--- src/rtl/mem_pkg.sv ---
// Shared types for the MEM-stage load/store unit: op codes, error codes, op-class helpers.
package mem_pkg;

    typedef enum logic [3:0] {
        MEM_NONE = 4'd0,
        LB       = 4'd1,
        LH       = 4'd2,
        LW       = 4'd3,
        LBU      = 4'd4,
        LHU      = 4'd5,
        SB       = 4'd8,
        SH       = 4'd9,
        SW       = 4'd10
    } mem_op_t;

    typedef enum logic [1:0] {
        ERR_NONE     = 2'd0,
        ERR_MISALIGN = 2'd1,
        ERR_RANGE    = 2'd2
    } lsu_err_t;

    function automatic logic is_load(input logic [3:0] op);
        return (op == LB) || (op == LH) || (op == LW) || (op == LBU) || (op == LHU);
    endfunction

    function automatic logic is_store(input logic [3:0] op);
        return (op == SB) || (op == SH) || (op == SW);
    endfunction

endpackage

--- src/rtl/mem_stage_lsu_lane.sv ---
// Combinational lane logic: load extract/extend and store lane merge into an existing word.
module lsu_lane
    import mem_pkg::*;
(
    input  logic [3:0]  op,
    input  logic [1:0]  lane,
    input  logic [31:0] rdata,
    input  logic [31:0] wdata,
    output logic [31:0] ld_data,
    output logic [31:0] st_word
);

    logic [4:0]  shamt;
    logic [31:0] shifted;
    logic [31:0] mask;

    assign shamt   = {lane, 3'b000};
    assign shifted = rdata >> shamt;

    always_comb begin
        ld_data = rdata;
        case (op)
            LB:      ld_data = {{24{shifted[7]}}, shifted[7:0]};
            LBU:     ld_data = {24'd0, shifted[7:0]};
            LH:      ld_data = {{16{shifted[15]}}, shifted[15:0]};
            LHU:     ld_data = {16'd0, shifted[15:0]};
            default: ld_data = rdata;
        endcase
    end

    // SW uses an all-ones mask so the merge degenerates to wdata.
    always_comb begin
        mask = 32'hFFFF_FFFF;
        case (op)
            SB:      mask = 32'h0000_00FF << shamt;
            SH:      mask = 32'h0000_FFFF << shamt;
            default: mask = 32'hFFFF_FFFF;
        endcase
    end

    assign st_word = (rdata & ~mask) | ((wdata << shamt) & mask);

endmodule

--- src/rtl/mem_stage_lsu.sv ---
// MEM-stage load/store unit: loads in 1 cycle, SB/SH via a stalled read-modify-write, registered MEM/WB.
// Define LSU_TRACE_EN to print one trace line per memory access or fault.
module mem_stage_lsu
    import mem_pkg::*;
#(
    parameter int DMEM_AW = 8
) (
    input  logic        clk,
    input  logic        reset,
    input  logic        in_valid,
    input  logic [3:0]  in_op,
    input  logic [31:0] in_addr,
    input  logic [31:0] in_wdata,
    input  logic [4:0]  in_rd,
    input  logic        in_regwrite,
    output logic        stall,
    output logic        dmem_memread,
    output logic        dmem_memwrite,
    output logic [31:0] dmem_addr,
    output logic [31:0] dmem_wd,
    input  logic [31:0] dmem_rd,
    output logic        wb_valid,
    output logic [4:0]  wb_rd,
    output logic        wb_regwrite,
    output logic [31:0] wb_data,
    output logic [1:0]  err
);

    localparam logic [0:0] ST_IDLE = 1'b0;
    localparam logic [0:0] ST_RMW  = 1'b1;

    logic [0:0]  state;
    logic [29:0] rmw_waddr;
    logic [1:0]  rmw_lane;
    logic [31:0] rmw_word;
    logic [31:0] rmw_wdata;
    logic [3:0]  rmw_op;

    logic        idle, in_rmw;
    logic        op_load, op_store, op_sub_store;
    logic        misalign, out_of_range, fault, acc_ok;
    lsu_err_t    fault_code;
    logic [3:0]  lane_op;
    logic [1:0]  lane_sel;
    logic [31:0] lane_rdata, lane_wdata, ld_data, st_word;

    assign idle   = (state == ST_IDLE);
    assign in_rmw = (state == ST_RMW);

    assign op_load      = is_load(in_op);
    assign op_store     = is_store(in_op);
    assign op_sub_store = (in_op == SB) || (in_op == SH);

    // Misalignment takes priority over the range check.
    assign misalign = (((in_op == LH) || (in_op == LHU) || (in_op == SH)) && in_addr[0])
                   || (((in_op == LW) || (in_op == SW)) && (in_addr[1:0] != 2'b00));
    assign out_of_range = |in_addr[31:DMEM_AW+2];
    assign fault      = in_valid && (op_load || op_store) && (misalign || out_of_range);
    assign fault_code = misalign ? ERR_MISALIGN : ERR_RANGE;
    assign acc_ok     = idle && in_valid && (op_load || op_store) && !fault;

    assign lane_op    = in_rmw ? rmw_op    : in_op;
    assign lane_sel   = in_rmw ? rmw_lane  : in_addr[1:0];
    assign lane_rdata = in_rmw ? rmw_word  : dmem_rd;
    assign lane_wdata = in_rmw ? rmw_wdata : in_wdata;

    lsu_lane u_lane (
        .op      (lane_op),
        .lane    (lane_sel),
        .rdata   (lane_rdata),
        .wdata   (lane_wdata),
        .ld_data (ld_data),
        .st_word (st_word)
    );

    assign dmem_memread  = acc_ok && (op_load || op_sub_store);
    assign dmem_memwrite = !reset && ((acc_ok && (in_op == SW)) || in_rmw);
    assign dmem_addr     = in_rmw ? {rmw_waddr, 2'b00} : {in_addr[31:2], 2'b00};
    assign dmem_wd       = st_word;
    assign stall         = !reset && acc_ok && op_sub_store;

    always_ff @(posedge clk) begin
        if (reset) begin
            state       <= ST_IDLE;
            wb_valid    <= 1'b0;
            wb_regwrite <= 1'b0;
            wb_rd       <= 5'd0;
            wb_data     <= 32'd0;
            err         <= ERR_NONE;
        end else if (in_rmw) begin
            state       <= ST_IDLE;
            wb_valid    <= 1'b1;
            wb_regwrite <= 1'b0;
            wb_data     <= st_word;
            err         <= ERR_NONE;
        end else begin
            wb_rd <= in_rd;
            err   <= fault ? fault_code : ERR_NONE;
            if (!in_valid) begin
                wb_valid    <= 1'b0;
                wb_regwrite <= 1'b0;
            end else if (fault) begin
                wb_valid    <= 1'b1;
                wb_regwrite <= 1'b0;
            end else if (op_load) begin
                wb_valid    <= 1'b1;
                wb_regwrite <= in_regwrite;
                wb_data     <= ld_data;
            end else if (op_sub_store) begin
                wb_valid    <= 1'b0;
                wb_regwrite <= 1'b0;
                state       <= ST_RMW;
            end else if (op_store) begin
                wb_valid    <= 1'b1;
                wb_regwrite <= 1'b0;
                wb_data     <= st_word;
            end else begin
                wb_valid    <= 1'b1;
                wb_regwrite <= in_regwrite;
                wb_data     <= in_addr;
            end
        end
    end

    // Datapath latch for the write half of a read-modify-write.
    always_ff @(posedge clk) begin
        if (idle && acc_ok && op_sub_store) begin
            rmw_waddr <= in_addr[31:2];
            rmw_lane  <= in_addr[1:0];
            rmw_word  <= dmem_rd;
            rmw_wdata <= in_wdata;
            rmw_op    <= in_op;
        end
    end

`ifdef LSU_TRACE_EN
    always @(posedge clk) begin
        if (!reset) begin
            if (in_rmw)
                $display("[LSU][%0t] OP=%0h addr=%h data=%h", $time, rmw_op, dmem_addr, dmem_wd);
            else if (fault)
                $display("[LSU][%0t] OP=%0h addr=%h data=err%0d", $time, in_op, in_addr, fault_code);
            else if (acc_ok && op_load)
                $display("[LSU][%0t] OP=%0h addr=%h data=%h", $time, in_op, in_addr, ld_data);
            else if (acc_ok && (in_op == SW))
                $display("[LSU][%0t] OP=%0h addr=%h data=%h", $time, in_op, in_addr, dmem_wd);
        end
    end
`endif

endmodule

--- config.mk ---
export PLATFORM = sky130hd
export DESIGN_NAME = mem_stage_lsu
export DESIGN_NICKNAME = d
export VERILOG_FILES = /design/src/rtl/mem_pkg.sv /design/src/rtl/mem_stage_lsu_lane.sv /design/src/rtl/mem_stage_lsu.sv
export SDC_FILE = /design/constraint.sdc
export NUM_CORES = 1
export LEC_CHECK = 0
export BUFFER_PORTS_ARGS = -buffer_cell sky130_fd_sc_hd__buf_2
export CORE_ASPECT_RATIO = 0.75
export CORE_MARGIN = 3
export CORE_UTILIZATION = 53
export CTS_CLUSTER_SIZE = 16
export DETAILED_ROUTE_END_ITERATION = 6
export GPL_ROUTABILITY_DRIVEN = 0
export PLACE_DENSITY = 0.81
export SYNTH_ARGS = -nofsm -noshare
export SYNTH_HDL_FRONTEND = slang
export SYNTH_SLANG_ARGS = --single-unit
--- constraint.sdc ---
create_clock -name clk -period 11.2 [get_ports clk]
set_input_delay 0.56 -clock clk [delete_from_list [all_inputs] [get_ports clk]]
set_output_delay 0.56 -clock clk [all_outputs]
set_load 0.005 [all_outputs]
==> results.py, run 1 <==
metrics = {
    "sta": {
        "relSlewSlack_pct": 35.6,
        "finalWorstSetupSlack_ns": 6.81,
        "final.setup_skew_ns": 0.00901,
        "tightest_slew_ns": 0.967,
        "slew_violations": 0,
        "finalCriticalPeriod_ns": 4.39,
        "final_hold_viol_count": 0,
        "setup_viol": 0,
        "post-route-period-util_pct": 39.2,
        "finalSetupTns_ns": 0,
        "clock.fmax_mhz": 228,
        "rsz0062_at_grt": "false",
    },
    "worst_setup_path": {
        "critPathLaunchType": "register",
        "slowest_delay_ns": 0.96,
        "reg2reg_setup_slack_ns": 7.39,
        "worst_ep_arrival_time_ns": 3.83,
        "worstPathRequired_ns": 10.64,
        "crit_family": "buffers and inverters",
        "crit_chain": "buf_4 -> mux2i_1 -> nor2b_1 -> o21ai_0 -> o221ai_1 -> buf_2",
        "slowest_stage": "dfxtp_4",
        "critPathBufInv": 2,
        "critPathKind": "register to output port",
        "crit_path_max_fanout": 72,
        "critPathCaptureType": "output port",
    },
    "power_and_ir_drop": {
        "peakVddDrop_v": 0.000101,
        "p_per_area_nw_per_um2": 147,
        "total_power_mw": 1.42,
        "p_leak_nw": 3.69,
    },
    "synth": {
        "synth_edf_count": 100,
        "seq_area_frac_synth_pct": 48.1,
        "synthTopCellsByArea": "edfxtp_1, dfxtp_1, mux2i_1",
        "syn_area_per_cell_um2": 11.1,
        "synth_top_flop_cell": "edfxtp_1",
        "synth_top_area_share_pct": 37.6,
        "synthCells": 718,
        "yosys.area.top_type": "edfxtp_1",
        "synth_warnings": 0,
        "synth_area_um2": 7990,
        "synth-async-reset-ratio_pct": 0,
        "yosysUniqueCellTypes": 70,
        "synth_seq_cells": 142,
    },
    "global_routing": {
        "grt_start_max_net_pins": 73,
        "antenna_found_initial": 0,
        "grt_pass1_vias": 6715,
        "track_usage_pct": 29.3,
        "grt_pass1_wl_mm": 38.0,
        "grt.overflow.total": 0,
    },
    "floorplan": {
        "die_h_um": 112,
        "rows": 38,
        "die_width_um": 148,
        "start_util_pct": 54.7,
        "die-area_um2": 16600,
        "core-area_um2": 14600,
        "design.portCount": 217,
    },
    "place": {
        "dp_hpwl_mm": 18.3,
        "pre_cts_ws_ns": 7.32,
        "io_buffers": 214,
        "placed_cell_area_um2": 9020,
        "dp_cells": 1090,
    },
    "cts": {
        "cts_tree": "done",
        "insertion_delay_ns": 0.43,
        "clockRootBuffer": "clkbuf_16",
        "h-tree-depth": 4,
        "cts_hold_buf": 0,
        "clkTransAtPathRegs_ns": 0.06,
        "cts_buffer_depth": 2,
        "tritoncts.num_buffers": 17,
        "clock_sinks": 142,
        "post_cts_resized": 0,
        "cts_setup_buffers": 0,
    },
    "drt": {
        "firstDrtPassIters": 6,
        "drc": 0,
        "drt_iter0_markers": 1110,
        "wirelength_mm": 24.7,
        "wl_per_cell_um": 22.0,
        "vias_per_cell": 6.30,
        "vias": 7071,
        "ant_nets": 0,
    },
    "cells_and_area": {
        "syn_to_final_growth_pct": 20.8,
        "fin_area_um2": 9650,
        "final_cell_mix": "buf_2, nor2_1, edfxtp_1, mux2i_1, nand2_1",
        "fin_cells": 1122,
        "layout-drive-gt1-share_pct": 36.9,
        "layout_commonest_cell": "buf_2",
        "diodes": 0,
        "nets": 1018,
    },
    "worst_hold_path": {
        "hold_path.class": "primary input to register",
    },
    "flow_run": {
        "cap_viol_max_count": 0,
    },
    "outcome": {
        "status": "finished clean",
    },
}
power breakdown:
part / leakage [nW] / internal (mW) / switching, mW / total, mW
logic: 2.14 / 0.0918 / 0.138 / 0.229
registers: 1.25 / 0.573 / 0.00908 / 0.582
clock network: 0.310 / 0.371 / 0.234 / 0.605
total: 3.69 / 1.04 / 0.380 / 1.42
per-layer routing:
layer / global-route usage, % / wire (um) / vias up
met3: 7.34 / 2950 / 63
met1: 41.1 / 9930 / 3343
met4: 10.4 / 737 / 0
met2: 44.7 / 11100 / 514
li1: - / - / 3151
met5: 0 / 0 / -
layout make-up:
| cell class | count | area, um^2 |
|---|---|---|
| timing repair buffer | 221 | 1120 |
| multi-input combinational | 521 | 3780 |
| sequential | 142 | 3850 |
| clock buffer | 20 | 468 |
| inverter | 6 | 22.5 |
| clock inverter | 12 | 159 |
| fill | 1155 | 4950 |
| tap | 200 | 250 |
synthesized netlist by cell type (12+ instances only):
| cell type | instances |
|---|---|
| nor2_1 | 101 |
| edfxtp_1 | 100 |
| mux2i_1 | 80 |
| nand2_1 | 56 |
| mux2_2 | 52 |
| dfxtp_1 | 42 |
| a21oi_1 | 29 |
| a31oi_1 | 22 |
| a22oi_1 | 21 |
| a311oi_1 | 16 |
| buf_2 | 16 |
| o22ai_1 | 15 |
| clkbuf_1 | 12 |
path summary, 6_finish.rpt:
path	cells past startpoint	from	to
worst max-delay path	6	in_rmw	dmem_wd[22]
worst min-delay path	1	in_wdata[16]	rmw_wdata[16]
worst min register to register	2	wb_data[6]	wb_data[6]
worst max register to register	7	in_rmw	wb_data[20]
cells by family (layout without fill, tap and decap cells):
| kind of cell | count (synthesis) | count (layout) | synth area share (%) |
|---|---|---|---|
| and+or+nand+nor | 207 | 207 | 11.8 |
| AOI/OAI and AO/OA | 173 | 173 | 16.5 |
| DFF | 142 | 142 | 48.1 |
| muxes | 138 | 138 | 18.6 |
| buffers and inverters | 56 | 259 | 4.78 |
| other | 1 | 2 | 0.0469 |
| xor gates and xnor gates | 1 | 1 | 0.110 |
through the flow:
step           utilization (%)  hold WS, ns
4_1_cts                   66.1        0.318
5_1_grt                   66.1        0.319
6_report                  66.1        0.323
3_3_place_gp              61.8        0.478
3_5_place_dp              61.8        0.482
2_1_floorplan                -        0.482
sequential cells by signal, summed over array words and instances, names as in the netlist:
name         count
rmw_wdata       32
rmw_word        32
wb_data         32
rmw_waddr       30
wb_rd            5
rmw_op           4
err              2
rmw_lane         2
in_rmw           1
wb_regwrite      1
wb_valid         1
worst reg2reg max path, cell delays in order, from the launching register on:
cell      delay, ns
dfxtp_4        0.96
buf_4          0.86
inv_1          0.47
nand2_1        0.60
nand2b_1       0.32
o22ai_1        0.24
a21oi_1        0.08
a211oi_2       0.21
No activity file was read; power rests on OpenSTA's default activity.
==> inputs of run 2 (changes only) <==
- clock period: 11.2 -> 4.2 ns (I/O delays scaled with it)
==> run 2 against run 1 <==
Via count increased by 3.8%. Sequential share of layout area decreased by 2.2 points. Global-route usage grew 1.2 points. Clock power is 150% higher. Count of clock-buffer cells in the layout is 2 lower. Flip-flop and latch count is the same. Wire length increased by 5.7%. Die area stayed put. First-iteration DRC count grew 2.5%. Sequential power increased to 2.7 times the previous value.
==> results.py, run 2 (same netlist as run 1, synthesis figures left out) <==
metrics = {
    "worst_setup_path": {
        "critPathLaunch": "in_rmw",
        "crit_path_max_fanout": 61,
        "r2r_cells": 7,
        "r2r_end": "wb_data[30]",
        "slowest_delay_ns": 0.60,
        "crit_end": "dmem_wd[27]",
        "critPathBufInv": 2,
        "r2r_start": "in_rmw",
        "worstSetupPathDepth": 6,
        "reg2reg_setup_slack_ns": 1.19,
        "critPathCaptureType": "output port",
        "slowest_stage": "o21ai_2",
        "crit_family": "compound AO/OA/AOI/OAI gates",
        "worst_ep_arrival_time_ns": 3.05,
        "crit_chain": "buf_4 -> o32ai_1 -> o21ai_2 -> nor2_1 -> a31oi_1 -> buf_2",
        "critPathLaunchType": "register",
        "critPathKind": "register to output port",
        "worstPathRequired_ns": 3.99,
    },
    "cts": {
        "clkTransAtPathRegs_ns": 0.06,
        "h-tree-depth": 4,
        "clock_sinks": 142,
        "cts_buffer_depth": 2,
        "clockRootBuffer": "clkbuf_16",
        "tritoncts.num_buffers": 17,
        "cts_tree": "done",
        "insertion_delay_ns": 0.42,
        "cts_setup_buffers": 0,
        "post_cts_resized": 0,
    },
    "sta": {
        "rsz0062_at_grt": "false",
        "final_hold_viol_count": 0,
        "finalWorstSetupSlack_ns": 0.944,
        "relSlewSlack_pct": 33.6,
        "setup_viol": 0,
        "final.setup_skew_ns": 0.00964,
        "slew_violations": 0,
        "tightest_slew_ns": 0.991,
        "whs_ns": 0.000519,
        "clock.fmax_mhz": 307,
        "finalSetupTns_ns": 0,
        "post-route-period-util_pct": 77.5,
        "finalCriticalPeriod_ns": 3.26,
    },
    "power_and_ir_drop": {
        "peakVddDrop_v": 0.000250,
        "p_leak_nw": 3.92,
        "p_per_area_nw_per_um2": 362,
    },
    "global_routing": {
        "track_usage_pct": 30.5,
        "grt_util_met2_pct": 48.0,
        "grt_start_max_net_pins": 101,
        "antenna_found_initial": 0,
        "grt.overflow.total": 0,
        "grt.busiest_layer": "met2",
        "grt_util_met3_pct": 9.12,
        "grt_use_met1_pct": 40.8,
        "grt_pass1_wl_mm": 39.1,
        "grt_pass1_vias": 6950,
    },
    "cells_and_area": {
        "nets": 1079,
        "final_cell_mix": "buf_2, nor2_1, edfxtp_1, mux2i_1, dlygate4sd3_1",
        "syn_to_final_growth_pct": 27.9,
        "fin_cells": 1184,
        "seq_area_um2": 3850,
        "layout_commonest_cell": "buf_2",
        "multi_input_area_um2": 3780,
        "fin_area_um2": 10200,
        "fillers": 1093,
        "layout-drive-gt1-share_pct": 34.7,
        "reg_top3": "rmw_wdata: 32 flops, rmw_word: 32 flops, wb_data: 32 flops",
    },
    "floorplan": {
        "rows": 38,
        "die-area_um2": 16600,
        "design.portCount": 217,
        "die_width_um": 148,
        "core-area_um2": 14600,
        "die_h_um": 112,
        "start_util_pct": 54.7,
    },
    "outcome": {
        "status": "finished clean",
    },
    "drt": {
        "drc": 0,
        "drt_iter0_markers": 1138,
        "wl_per_cell_um": 22.0,
        "firstDrtPassIters": 6,
        "vias_per_cell": 6.20,
        "wirelength_mm": 26.1,
        "ant_nets": 0,
        "vias": 7340,
    },
    "place": {
        "dp_cells": 1092,
        "dp_hpwl_mm": 18.4,
        "pre_cts_ws_ns": 1.30,
        "placed_cell_area_um2": 9050,
        "io_buffers": 214,
    },
    "flow_run": {
        "cap_viol_max_count": 0,
    },
    "worst_hold_path": {
        "hold_path.class": "primary input to register",
    },
}
[run 2: worst min-delay path by stage]
stage,end,cells past startpoint,from
3_5_place_dp,rmw_wdata[16],1,in_wdata[16]
2_1_floorplan,rmw_lane[0],0,in_addr[0]
3_3_place_gp,rmw_word[10],1,dmem_rd[10]
6_report,rmw_wdata[7],1,in_wdata[7]
5_1_grt,rmw_wdata[7],1,in_wdata[7]
4_1_cts,rmw_wdata[7],1,in_wdata[7]
[run 2: final cells by class]
| cell class | count | area share, % |
|---|---|---|
| clock buffer | 18 | 4.20 |
| multi-input combinational | 521 | 37.0 |
| tap | 200 | 2.45 |
| sequential | 142 | 37.6 |
| antenna | 1 | 0.0245 |
| timing repair buffer | 282 | 17.0 |
| clock inverter | 14 | 1.43 |
| inverter | 6 | 0.220 |
[run 2: layer usage]
metal	part of all wire, %	wire length [um]	vias up
li1	-	-	3283
met1	40	10500	3475
met2	46	11900	511
met3	11	2940	71
met4	2.8	719	0
met5	0	0	-
[run 2: through the flow]
| stage | power, mW | utilization, % |
|---|---|---|
| 2_1_floorplan | 1.93 | - |
| 3_3_place_gp | 2.17 | 62.0 |
| 3_5_place_dp | 2.18 | 62.0 |
| 4_1_cts | 3.69 | 69.9 |
| 5_1_grt | 3.82 | 70.0 |
| 6_report | 3.70 | 70.0 |
[run 2: power by group]
group	internal [mW]	total, mW	switching [mW]
Clock	0.875	1.49	0.615
Sequential	1.53	1.55	0.0212
Combinational	0.281	0.664	0.383
Total	2.68	3.70	1.02
[run 2: worst register-to-register path, cell delays in order (launching register included)]
cell and delay (ns):
dfxtp_4 0.42, buf_4 0.59, o32ai_1 0.33, o21ai_2 0.60
o22ai_2 0.28, a22oi_1 0.28, a31oi_1 0.12, a221o_1 0.27
[run 2: what timing repair did]
item	in CTS	in global routing
setup endpoints to repair	0	0
hold endpoints to repair	58	1
hold buffers	58	1
==> inputs of run 3 (changes only) <==
- ABC_AREA: not set -> 1
- CORE_UTILIZATION: 53 -> 49
- PLACE_DENSITY: 0.81 -> 0.77
- clock period: 4.2 -> 2.7 ns (I/O delays scaled with it)
==> run 3 against run 2 <==
The flow now finishes with violations (design-rule violations). Design area up 15%. Synthesized cell count up 69%. Count of clock-buffer cells in the layout down 1. Critical path type unchanged.
==> results.py, run 3 <==
metrics = {
    "worst_setup_path": {
        "cp_common_cell": "nand2_1",
        "worst_ep_arrival_time_ns": 2.43,
        "slowest_delay_ns": 0.42,
        "crit_chain": "buf_16 -> nand2_1 -> nand2_2 -> buf_8 -> nand2_1 -> o21ai_1 -> nand2_1 -> nand2_1 -> nand2_1 -> and2_1 -> buf_2",
        "crit_family": "simple AND/OR/NAND/NOR gates",
        "reg2reg_setup_slack_ns": 0.46,
        "critPathKind": "register to output port",
        "critPathCaptureType": "output port",
        "crit_path_max_fanout": 43,
        "critPathBufInv": 3,
        "slowest_stage": "dfxtp_4",
        "worstPathRequired_ns": 2.57,
        "critPathLaunchType": "register",
    },
    "drt": {
        "wl_per_cell_um": 17.7,
        "wirelength_mm": 31.2,
        "vias": 9653,
        "ant_nets": 0,
        "drt_iter0_markers": 1207,
        "firstDrtPassIters": 7,
        "vias_per_cell": 5.48,
        "drc": 18,
    },
    "power_and_ir_drop": {
        "switching_share_pct": 29.5,
        "power_frac_clock_pct": 39.9,
        "peakVddDrop_v": 0.000331,
        "seqPwrFrac_pct": 39.3,
        "p_leak_nw": 5.53,
        "total_power_mw": 6.19,
        "switching_power_mw": 1.82,
        "p_int_mw": 4.36,
        "combPwrFrac_pct": 20.8,
        "p_per_area_nw_per_um2": 526,
    },
    "synth": {
        "synth.most_common_cell": "nand2_1",
        "synth_seq_cells": 142,
        "synth_top_flop_cell": "edfxtp_1",
        "yosys.area.top_type": "edfxtp_1",
        "syn_area_per_cell_um2": 7.24,
        "synth_edf_count": 100,
        "synthTopCellsByArea": "edfxtp_1, nand2_1, dfxtp_1",
        "synthCells": 1211,
        "yosysUniqueCellTypes": 38,
        "seq_area_frac_synth_pct": 43.8,
        "synth_warnings": 0,
        "synth_area_um2": 8770,
        "synth-async-reset-ratio_pct": 0,
        "synth_top_area_share_pct": 34.3,
        "yosys-top-cells-count": "nand2_1, nor2_1, edfxtp_1",
    },
    "sta": {
        "final.setup_skew_ns": 0.0143,
        "slew_violations": 0,
        "clock.fmax_mhz": 389,
        "setup_viol": 0,
        "tightest_slew_ns": 0.989,
        "whs_ns": 0.0288,
        "finalWorstSetupSlack_ns": 0.132,
        "finalCriticalPeriod_ns": 2.57,
        "post-route-period-util_pct": 95.1,
        "rsz0062_at_grt": "false",
        "final_hold_viol_count": 0,
        "relSlewSlack_pct": 34.0,
    },
    "floorplan": {
        "die-area_um2": 19500,
        "start_util_pct": 51.0,
        "die_width_um": 160,
        "die_h_um": 122,
        "design.portCount": 217,
        "rows": 41,
        "core-area_um2": 17200,
    },
    "cells_and_area": {
        "fillers": 1437,
        "layout_commonest_cell": "nand2_1",
        "diodes": 0,
        "layout-drive-gt1-share_pct": 24.0,
        "final_cell_mix": "nand2_1, buf_2, nor2_1, dlygate4sd3_1, edfxtp_1",
        "syn_to_final_growth_pct": 34.3,
        "fin_area_um2": 11800,
        "nets": 1623,
        "final_util_pct": 68.5,
        "reg_top3": "rmw_wdata: 32 flops, rmw_word: 32 flops, wb_data: 32 flops",
    },
    "cts": {
        "cts_buffer_depth": 2,
        "cts_tree": "done",
        "clock_sinks": 142,
        "clockRootBuffer": "clkbuf_16",
        "h-tree-depth": 4,
        "clkTransAtPathRegs_ns": 0.06,
        "insertion_delay_ns": 0.44,
        "tritoncts.num_buffers": 17,
    },
    "outcome": {
        "violations": "design-rule violations",
        "status": "finished with violations",
    },
    "global_routing": {
        "grt_pass1_vias": 8934,
        "track_usage_pct": 31.0,
        "grt.overflow.total": 0,
        "antenna_found_initial": 0,
        "grt_pass1_wl_mm": 47.4,
        "grt_start_max_net_pins": 86,
    },
    "place": {
        "io_buffers": 214,
        "pre_cts_ws_ns": 0.352,
        "placed_cell_area_um2": 10000,
        "dp_hpwl_mm": 21.9,
    },
    "flow_run": {
        "cap_viol_max_count": 0,
    },
    "worst_hold_path": {
        "hold_path.class": "primary input to register",
    },
}
[run 3: cell types whose count changed after synthesis, sizes merged, moves of 16 or more]
cell / previous run / this run
mux2: 53 / 0
mux2i: 85 / 0
a21oi: 30 / 46
inv: 6 / 95
o22ai: 17 / 1
nand3: 6 / 94
a31oi: 22 / 0
a22oi: 21 / 0
nand2: 57 / 481
o21ai: 8 / 129
a311oi: 16 / 0
[run 3: stage by stage]
step | TNS (ns) | instances
floorplan | -27.20 | 1212
global placement | 0 | 1620
detailed placement | 0 | 1620
CTS | 0 | 1757
global route | 0 | 1763
finish | 0 | 1763
[run 3: cell type report]
cell class | instances | area, um^2 | area share, %
multi-input cells | 910 | 4220 | 35.8
flip-flops and latches | 142 | 3850 | 32.7
repair buffers | 346 | 2430 | 20.7
clock buffers | 17 | 425 | 3.61
inverters | 97 | 370 | 3.15
well taps | 236 | 295 | 2.51
clock inverters | 15 | 185 | 1.57
[run 3: final timing paths]
check / cells after the start / to / start
setup / recovery: 11 / dmem_wd[24] / in_rmw
hold / removal: 2 / wb_data[28] / reset
setup reg to reg: 11 / wb_data[5] / in_rmw
hold reg to reg: 2 / wb_rd[1] / wb_rd[1]
[run 3: what timing repair did]
| action | CTS | global route |
|---|---|---|
| endpoints found under the hold margin | 105 | 0 |
| resized for setup | 1 | 11 |
| setup endpoints to repair | 1 | 63 |
| cloned | 0 | 1 |
| hold buffers | 105 | 0 |
| pin swaps | 0 | 2 |
| buffers inserted | 0 | 5 |
[run 3: per-layer routing]
metal	GRT usage (%)	wire length (um)
met1	41.3	12400
met2	47.9	13900
met3	9.04	3760
met4	12.2	1120
met5	0	0
[run 3: power groups by stage]
stage	Clock, mW	Sequential, mW	Combinational (mW)
final	2.47	2.43	1.29
after detailed placement	0	2.48	1.11
after global routing	2.57	2.44	1.40
after global placement	0	2.48	1.09
after CTS	2.48	2.43	1.23
after floorplan	0	2.48	0.647
[run 3: cells by family after synthesis]
family / synth area share (%)
other cells: 0.0428
flops: 43.8
simple gates: 35.6
compound gates: 12.2
buf+inv: 8.34
[run 3: worst register-to-register path, stage by stage (launching register included)]
cell     delay [ns]
dfxtp_4        0.42
inv_4          0.10
buf_12         0.19
nand2_2        0.13
nand2_4        0.09
nor2_4         0.29
inv_2          0.18
nand2_1        0.25
nand2_1        0.09
a21oi_1        0.28
nor2_1         0.09
nor2_1         0.09
